`config.mk`:
```
export PLATFORM = sky130hd
export DESIGN_NAME = rf_write_arbiter
export DESIGN_NICKNAME = d
export VERILOG_FILES = /design/src/rtl/rf_write_arbiter.sv
export SDC_FILE = /design/constraint.sdc
export NUM_CORES = 1
export LEC_CHECK = 0
export BUFFER_PORTS_ARGS = -buffer_cell sky130_fd_sc_hd__buf_2
export CAP_MARGIN = 20
export CELL_PAD_IN_SITES_DETAIL_PLACEMENT = 0
export CELL_PAD_IN_SITES_GLOBAL_PLACEMENT = 1
export CORE_MARGIN = 10
export CORE_UTILIZATION = 44
export DETAILED_ROUTE_END_ITERATION = 7
export PLACE_DENSITY = 0.93
export SYNTH_ARGS = -nofsm -noshare
export SYNTH_HDL_FRONTEND = slang
export SYNTH_SLANG_ARGS = --single-unit
```
`constraint.sdc`:
```
create_clock -name clk -period 9.2 [get_ports clk]
set_clock_uncertainty 0.2 [all_clocks]
set_input_delay 0.46 -clock clk [delete_from_list [all_inputs] [get_ports clk]]
set_output_delay 0.46 -clock clk [all_outputs]
set_load 0.05 [all_outputs]
```
`src/rtl/rf_write_arbiter.sv`:
```
// Register-file write-port arbiter: pipeline writeback has priority, long-latency
// completions are held in a one-entry buffer and retired into the busy scoreboard.
module rf_write_arbiter #(
  parameter int XLEN        = 32,
  parameter int NREGS       = 32,
  parameter int MAX_PENDING = 4,
  localparam int AW         = $clog2(NREGS),
  localparam int PW         = $clog2(MAX_PENDING + 1)
) (
  input  logic            clk,
  input  logic            rst_n,
  input  logic            issue_valid_i,
  input  logic [AW-1:0]   issue_rd_i,
  output logic            issue_ready_o,
  input  logic [AW-1:0]   rs1_i,
  input  logic [AW-1:0]   rs2_i,
  output logic            rs1_busy_o,
  output logic            rs2_busy_o,
  input  logic            wb_valid_i,
  input  logic [AW-1:0]   wb_rd_i,
  input  logic [XLEN-1:0] wb_data_i,
  input  logic            lat_valid_i,
  input  logic [AW-1:0]   lat_rd_i,
  input  logic [XLEN-1:0] lat_data_i,
  output logic            lat_ready_o,
  output logic            rf_wen_o,
  output logic [AW-1:0]   rf_rd_o,
  output logic [XLEN-1:0] rf_data_o,
  output logic [PW-1:0]   pending_o,
  output logic            err_o
);

  localparam logic [PW-1:0] MAX_P = PW'(MAX_PENDING);
  localparam logic [PW-1:0] ONE_P = PW'(1);

  // architectural control state
  logic [NREGS-1:0] busy;
  logic [PW-1:0]    pending;
  logic             err;

  // completion buffer (stage p1): the result waits here until WB leaves the port idle
  logic             vld_p1;
  logic [AW-1:0]    rd_p1;
  logic [XLEN-1:0]  data_p1;

  logic             wb_eff;
  logic             lat_eff;
  logic             drain;
  logic             lat_ready;
  logic             load;
  logic             issue_ready;
  logic             issue_set;
  logic             retire_dec;
  logic             viol;
  logic [NREGS-1:0] busy_next;

  // port arbitration, handshakes, scoreboard next-state and violation detection
  always_comb begin
    wb_eff      = wb_valid_i && (wb_rd_i != '0);
    lat_eff     = lat_valid_i && (lat_rd_i != '0);
    drain       = rst_n && !wb_eff && vld_p1;
    lat_ready   = rst_n && (!vld_p1 || drain);
    load        = lat_ready && lat_eff;
    // x0 issues carry no destination, so they never need a scoreboard slot
    issue_ready = rst_n && ((issue_rd_i == '0) ||
                            (!busy[issue_rd_i] && (pending < MAX_P)));
    issue_set   = issue_valid_i && issue_ready && (issue_rd_i != '0);
    // a result for a register that was never marked busy must not underflow the count
    retire_dec  = drain && busy[rd_p1];
    viol        = (wb_eff && busy[wb_rd_i]) || (load && !busy[lat_rd_i]);

    busy_next = busy;
    if (drain) busy_next[rd_p1] = 1'b0;
    if (issue_set) busy_next[issue_rd_i] = 1'b1;
    busy_next[0] = 1'b0;

    rf_wen_o  = 1'b0;
    rf_rd_o   = '0;
    rf_data_o = '0;
    if (rst_n && wb_eff) begin
      rf_wen_o  = 1'b1;
      rf_rd_o   = wb_rd_i;
      rf_data_o = wb_data_i;
    end else if (drain) begin
      rf_wen_o  = 1'b1;
      rf_rd_o   = rd_p1;
      rf_data_o = data_p1;
    end
  end

  // control state: scoreboard, pending count, buffer valid and sticky error
  always_ff @(posedge clk) begin
    if (!rst_n) begin
      busy    <= '0;
      pending <= '0;
      err     <= 1'b0;
      vld_p1  <= 1'b0;
    end else begin
      busy <= busy_next;
      case ({issue_set, retire_dec})
        2'b10:   pending <= pending + ONE_P;
        2'b01:   pending <= pending - ONE_P;
        default: pending <= pending;
      endcase
      if (viol) err <= 1'b1;
      if (load) vld_p1 <= 1'b1;
      else if (drain) vld_p1 <= 1'b0;
    end
  end

  // buffer payload, qualified by vld_p1 so it needs no reset
  always_ff @(posedge clk) begin
    if (load) begin
      rd_p1   <= lat_rd_i;
      data_p1 <= lat_data_i;
    end
  end

  assign lat_ready_o   = lat_ready;
  assign issue_ready_o = issue_ready;
  assign rs1_busy_o    = rst_n && busy[rs1_i];
  assign rs2_busy_o    = rst_n && busy[rs2_i];
  assign pending_o     = pending;
  assign err_o         = err;

endmodule

```
### Yosys cells after proc, flatten, opt, wreduce, memory -nomap -nowiden

Cells that the tools add are included.
Widths: inputs -> output; s select.

* flip-flop bits (word level): 74
* latch bits: 0
* RAM bits: 0
* memory bits (read-only): 0
* input port bits: 94
* output and inout bits: 46
* logic and storage cells: 81
* memories: 0

* $add $sub $neg: 2
* $mul: 0
* div/mod/pow operators: 0
* $lt $le $gt $ge: 9
* eq/ne operators: 2
* shift operators: 0
* mux-type cells: 27
* bitwise gates (word level): 3
* reduce and logical (&&, ||, !) cells: 31

Operator list (count)
* $mux 32: 4
* $lt 5x6->1 const B: 6
* $and 32x32->32: 1
* $not 32->32: 1
* $or 32x32->32: 1
* $bmux 1 s5: 6
* $logic_and 1x1->1: 18
* $reduce_bool 5->1: 3
* $mux 1: 12
* $demux 1 s5: 2
* $ge 5x1->1 const B: 2
* $mux 5: 2
* $pmux 3 s2: 1
* $logic_not 5->1: 1
* $logic_not 1->1: 4
* $reduce_bool 2->1: 2
* $add 3x1->3 const B: 1
* $logic_or 1x1->1: 3
* $lt 3x3->1 const B: 1
* $sub 3x1->3 const B: 1
* $eq 2x1->1 const B: 1
* $eq 2x2->1 const B: 1

### Depth between registers and ports, before layout

* depth in word-level cells: 10
* gate-level depth with buffers: 13
* depth with buffers taken out: 11

### Worst setup path before layout

No wires, ideal clock.

* path type: input port to output port
* start point: input issue_rd_i[1]
* end point: output issue_ready_o
* data arrival time: 2.875 ns
* required time: 8.540 ns
* setup slack: 5.665 ns
* stages: 6
* buffers on the path: 1
* cell sequence: clkbuf_1 -> mux4_2 -> mux2i_1 -> o21ai_0 -> nand4b_1 -> a21boi_0

* longest elaborated chain between the ends: 6
* elaborated cells between the ends (all ways): 7
* classes of those cells: mux (2); reduce/logical (5)

RTL lines
* start, declared: line 13 `input logic [AW-1:0] issue_rd_i,`
* $bmux 1 s5: line 66 `(!busy[issue_rd_i] && (pending < MAX_P)));`
* $mux 1 (implied by the code): line 66
* $logic_not 1->1: line 66
* $logic_and 1x1->1: line 66
* $logic_or 1x1->1 (*): line 65 `issue_ready = rst_n && ((issue_rd_i == '0) ||`
* $logic_and 1x1->1 (*): line 65
* end, declared: line 14 `output logic issue_ready_o,`

Every way passes the cells marked *; elsewhere a longest branch is shown, timed or not. The select of a mux whose other input is x is not followed.

### Worst setup path after layout

* start point: register rd_p1[1]
* end point: register pending[2], in the netlist pending_o[2]

* longest elaborated chain between the ends: 5
* elaborated cells between the ends (all ways): 7
* classes of those cells: eq/ne (2); mux (3); reduce/logical (2)

RTL lines
* start, declared: line 43 `logic [AW-1:0] rd_p1;`
* start signal, assigned: line 114 `rd_p1 <= lat_rd_i;`
* $bmux 1 s5 (*): line 69 `retire_dec = drain && busy[rd_p1];`
* $mux 1 (implied by the code) (*): line 69
* $logic_and 1x1->1 (*): line 69
* $eq 2x1->1 / $eq 2x2->1 (equally long branches): line 100 `case ({issue_set, retire_dec})`
* $pmux 3 s2 / $reduce_bool 2->1 (equally long branches)
* end signal, assigned: line 101 `2'b10: pending <= pending + ONE_P;`
* end signal, assigned: line 102 `2'b01: pending <= pending - ONE_P;`
* end signal, assigned: line 103 `default: pending <= pending;`
* end, declared: line 38 `logic [PW-1:0] pending;`

Marked as above.
A chain may end at the register's enable or synchronous reset.

==> run_results.csv <==
group,metric,value,unit
power,fin_total_pwr,0.846,mW
critical_path,rrSetupSlack,5.39,ns
power,p_int,0.613,mW
route,wl_met2,7.78,mm
yosys,yosys_register_bits,73,
floorplanning,die_area,0.0154,mm2
clock_network,holdBufCountCts,0,
status,status,"finished, final reports clean",
power,p_seq_frac,0.427,
power,p_per_area,146,mW/mm2
route,drc,0,
global_routing,grt_util_all_layers,0.190,
power,peakVddDrop,0.0000857,V
yosys,synth_top_flop_cell,"edfxtp_1",
clock_network,post-cts-setup-buffers,0,
yosys,syn_avg_cell_area,11.7,um2
yosys,syn_area,0.00478,mm2
clock_network,cts_root_buffer,"clkbuf_8",
placement,hpwl,11.0,mm
run,cap_violations,0,
power,p_comb_frac,0.173,
timing,slew_headroom,0.280,
critical_path,worstSetupPathType,"reg -> reg",
yosys,synth_fp_nets,506,
placement,finalWeightedCongestion,0.965,
clock_network,clkLatencyLatePin,0.36,ns
timing,fin_crit_sh,0.414,
layout,diodes,0,
global_routing,grt_overflow,0,
floorplanning,rows,38,
layout,area_delta_synth_final,21.6,%
route,routed_wl,15.5,mm
global_routing,grt_max_degree,50,
timing,rsz0062_at_grt,"false",
layout,finalNetCount,620,
timing,clock.fmax,263,MHz
clock_network,clock_sinks,73,
yosys,synth.largest_area_cell,"edfxtp_1",
clock_network,post_cts_resized,0,
yosys,synthArstFlopShare,0,
layout,nFillCells,934,
timing,finalMaxSlewViolations,0,
layout,layout_commonest_cell,"buf_2",
yosys,ys_top_cells_by_area,"edfxtp_1, mux4_2, dfxtp_1",
timing,worst_slew_pin_slew,1.08,ns
power,leakage,2.29,nW
global_routing,grt_pass1_wl,23.8,mm
clock_network,cts.htree.levels,3,
worst_hold_path,hold_path_class,"in -> reg",
route,ant_nets,0,
floorplanning,coreArea,0.0107,mm2
critical_path,worstPathArrival,3.89,ns
timing,finalSetupTns,0,ns
floorplanning,start_util,0.445,
route,wl_per_cell,23.2,um
floorplanning,dieWidth,124,um
route,met1_length,5.36,mm
clock_network,cts_buffer_depth,2,
power,clockPowerShare,0.399,
yosys,postSynthCellCount,410,
route,initialDrtViolationCount,454,
power,power_switching,0.233,mW
layout,drive_gt1_frac,0.435,
floorplanning,io_pins,140,
critical_path,required,9.28,ns
route,vias_per_cell,6.45,
yosys,synth_top_area_frac,0.232,
clock_network,cts_buffers,9,
clock_network,cts_tree,"built",
yosys,synthDistinctLibCells,54,
placement,io_buffers,139,
power,sw_frac_of_total,0.276,
timing,hold_viol_final,0,
yosys,yosysWarnings,0,
global_routing,grt_pass1_vias,4370,
route,first_pass_iters,5,
critical_path,cp-start-kind,"flip-flop",
critical_path,crit_fanout,23,
yosys,synth_edf_count,37,
floorplanning,die_h,124,um
clock_network,clkSlewWorstSetupHoldPaths,0.08,ns
route,vias,4318,
route,top_layer,"met4",
critical_path,end_kind,"flip-flop",
timing,fin_crit,3.81,ns
timing,finalSetupViolCount,0,
global_routing,antenna_found_initial,0,
route,wl_met3,1.67,mm
yosys,synth-seq-area-share,0.383,
layout,layout_common_cells,"buf_2, mux4_2, a22o_1",
-- worst paths after layout --
check | from | endpoint | cells after the start
setup / recovery | rd_p1[1]$_DFFE_PP_ | pending_o[2]$_SDFFE_PN0P_ | 11
hold / removal | lat_data_i[4] | data_p1[4]$_DFFE_PP_ | 1
setup reg to reg | rd_p1[1]$_DFFE_PP_ | pending_o[2]$_SDFFE_PN0P_ | 11
hold reg to reg | err_o$_SDFFE_PN0P_ | err_o$_SDFFE_PN0P_ | 2
-- through the flow --
stage | cell area, um2 | cells | utilization | hold slack (ns) | worst slack, ns
floorplan | 4780 | 410 | - | 0.266 | 5.67
global placement | 5530 | 652 | 0.515 | 0.256 | 5.54
detailed placement | 5530 | 652 | 0.515 | 0.261 | 5.20
CTS | 5800 | 668 | 0.539 | 0.0595 | 5.50
global route | 5820 | 669 | 0.541 | 0.0447 | 5.28
finish | 5820 | 669 | 0.541 | 0.0689 | 5.39
-- state kept, by name, summed over array words and instances, names as in the netlist --
register	flops
data_p1	32
busy	31
vld_p1	1
err_o	1
rd_p1	5
pending_o	3
-- power by group through the flow --
| stage | combinational, mW | clock [mW] | sequential [mW] |
|---|---|---|---|
| final | 0.147 | 0.338 | 0.362 |
| after CTS | 0.146 | 0.342 | 0.362 |
| after detailed placement | 0.145 | 0 | 0.369 |
| after global placement | 0.143 | 0 | 0.369 |
| after floorplan | 0.100 | 0 | 0.369 |
| after global routing | 0.157 | 0.355 | 0.363 |
-- cells by family (layout without fill, tap and decap cells) --
family / count (synthesis) / in the layout / synth area share
compound gates: 117 / 117 / 0.195
xor+xnor: 2 / 2 / 0.00366
fa+ha+maj: 2 / 2 / 0.00680
buf+inv: 46 / 165 / 0.0382
flops: 73 / 73 / 0.383
mux: 59 / 59 / 0.248
simple gates: 111 / 111 / 0.125
-- critical path: stages, from the launching register on --
cell and delay [ns]:
edfxtp_1 0.95, mux4_2 0.34, or3_1 0.09, o21ai_0 0.07, a2111oi_0 0.59, o21a_1 0.24, ha_1 0.19, inv_1 0.06
fa_1 0.37, xor2_1 0.15, or3_1 0.30, a21boi_0 0.18
-- Yosys cell counts, types with 3 or more instances --
cell type   n
o22ai_1     4
a31o_2      6
nor2b_1     8
o21ai_0    16
inv_1       6
a21boi_0    4
nand4_1     3
nor3_1      6
edfxtp_1   37
mux2_2      7
nand2b_1   12
dfxtp_1    36
o211ai_1    3
a21oi_1     9
a22o_1     38
and2_1      4
mux2i_1     5
or2_2       7
a32o_1     11
nand3_1    13
mux4_2     47
nor4_1      6
nand2_1    27
clkbuf_1   36
o311ai_0    8
nor2_1     11
-- final cells by class --
type | count | area (um2) | share of cell area
multi-input cells | 291 | 2780 | 0.478
flip-flops and latches | 73 | 1830 | 0.315
repair buffers | 143 | 738 | 0.127
well taps | 140 | 175 | 0.0301
clock inverters | 6 | 138 | 0.0237
clock buffers | 10 | 128 | 0.0219
inverters | 6 | 22.5 | 0.00387
-- layer usage --
metal / up-vias / GRT usage
li1: 1905 / -
met1: 2063 / 0.217
met2: 283 / 0.315
met3: 67 / 0.0566
met4: 0 / 0.101
met5: - / 0
(Power assumes the default switching activity.)
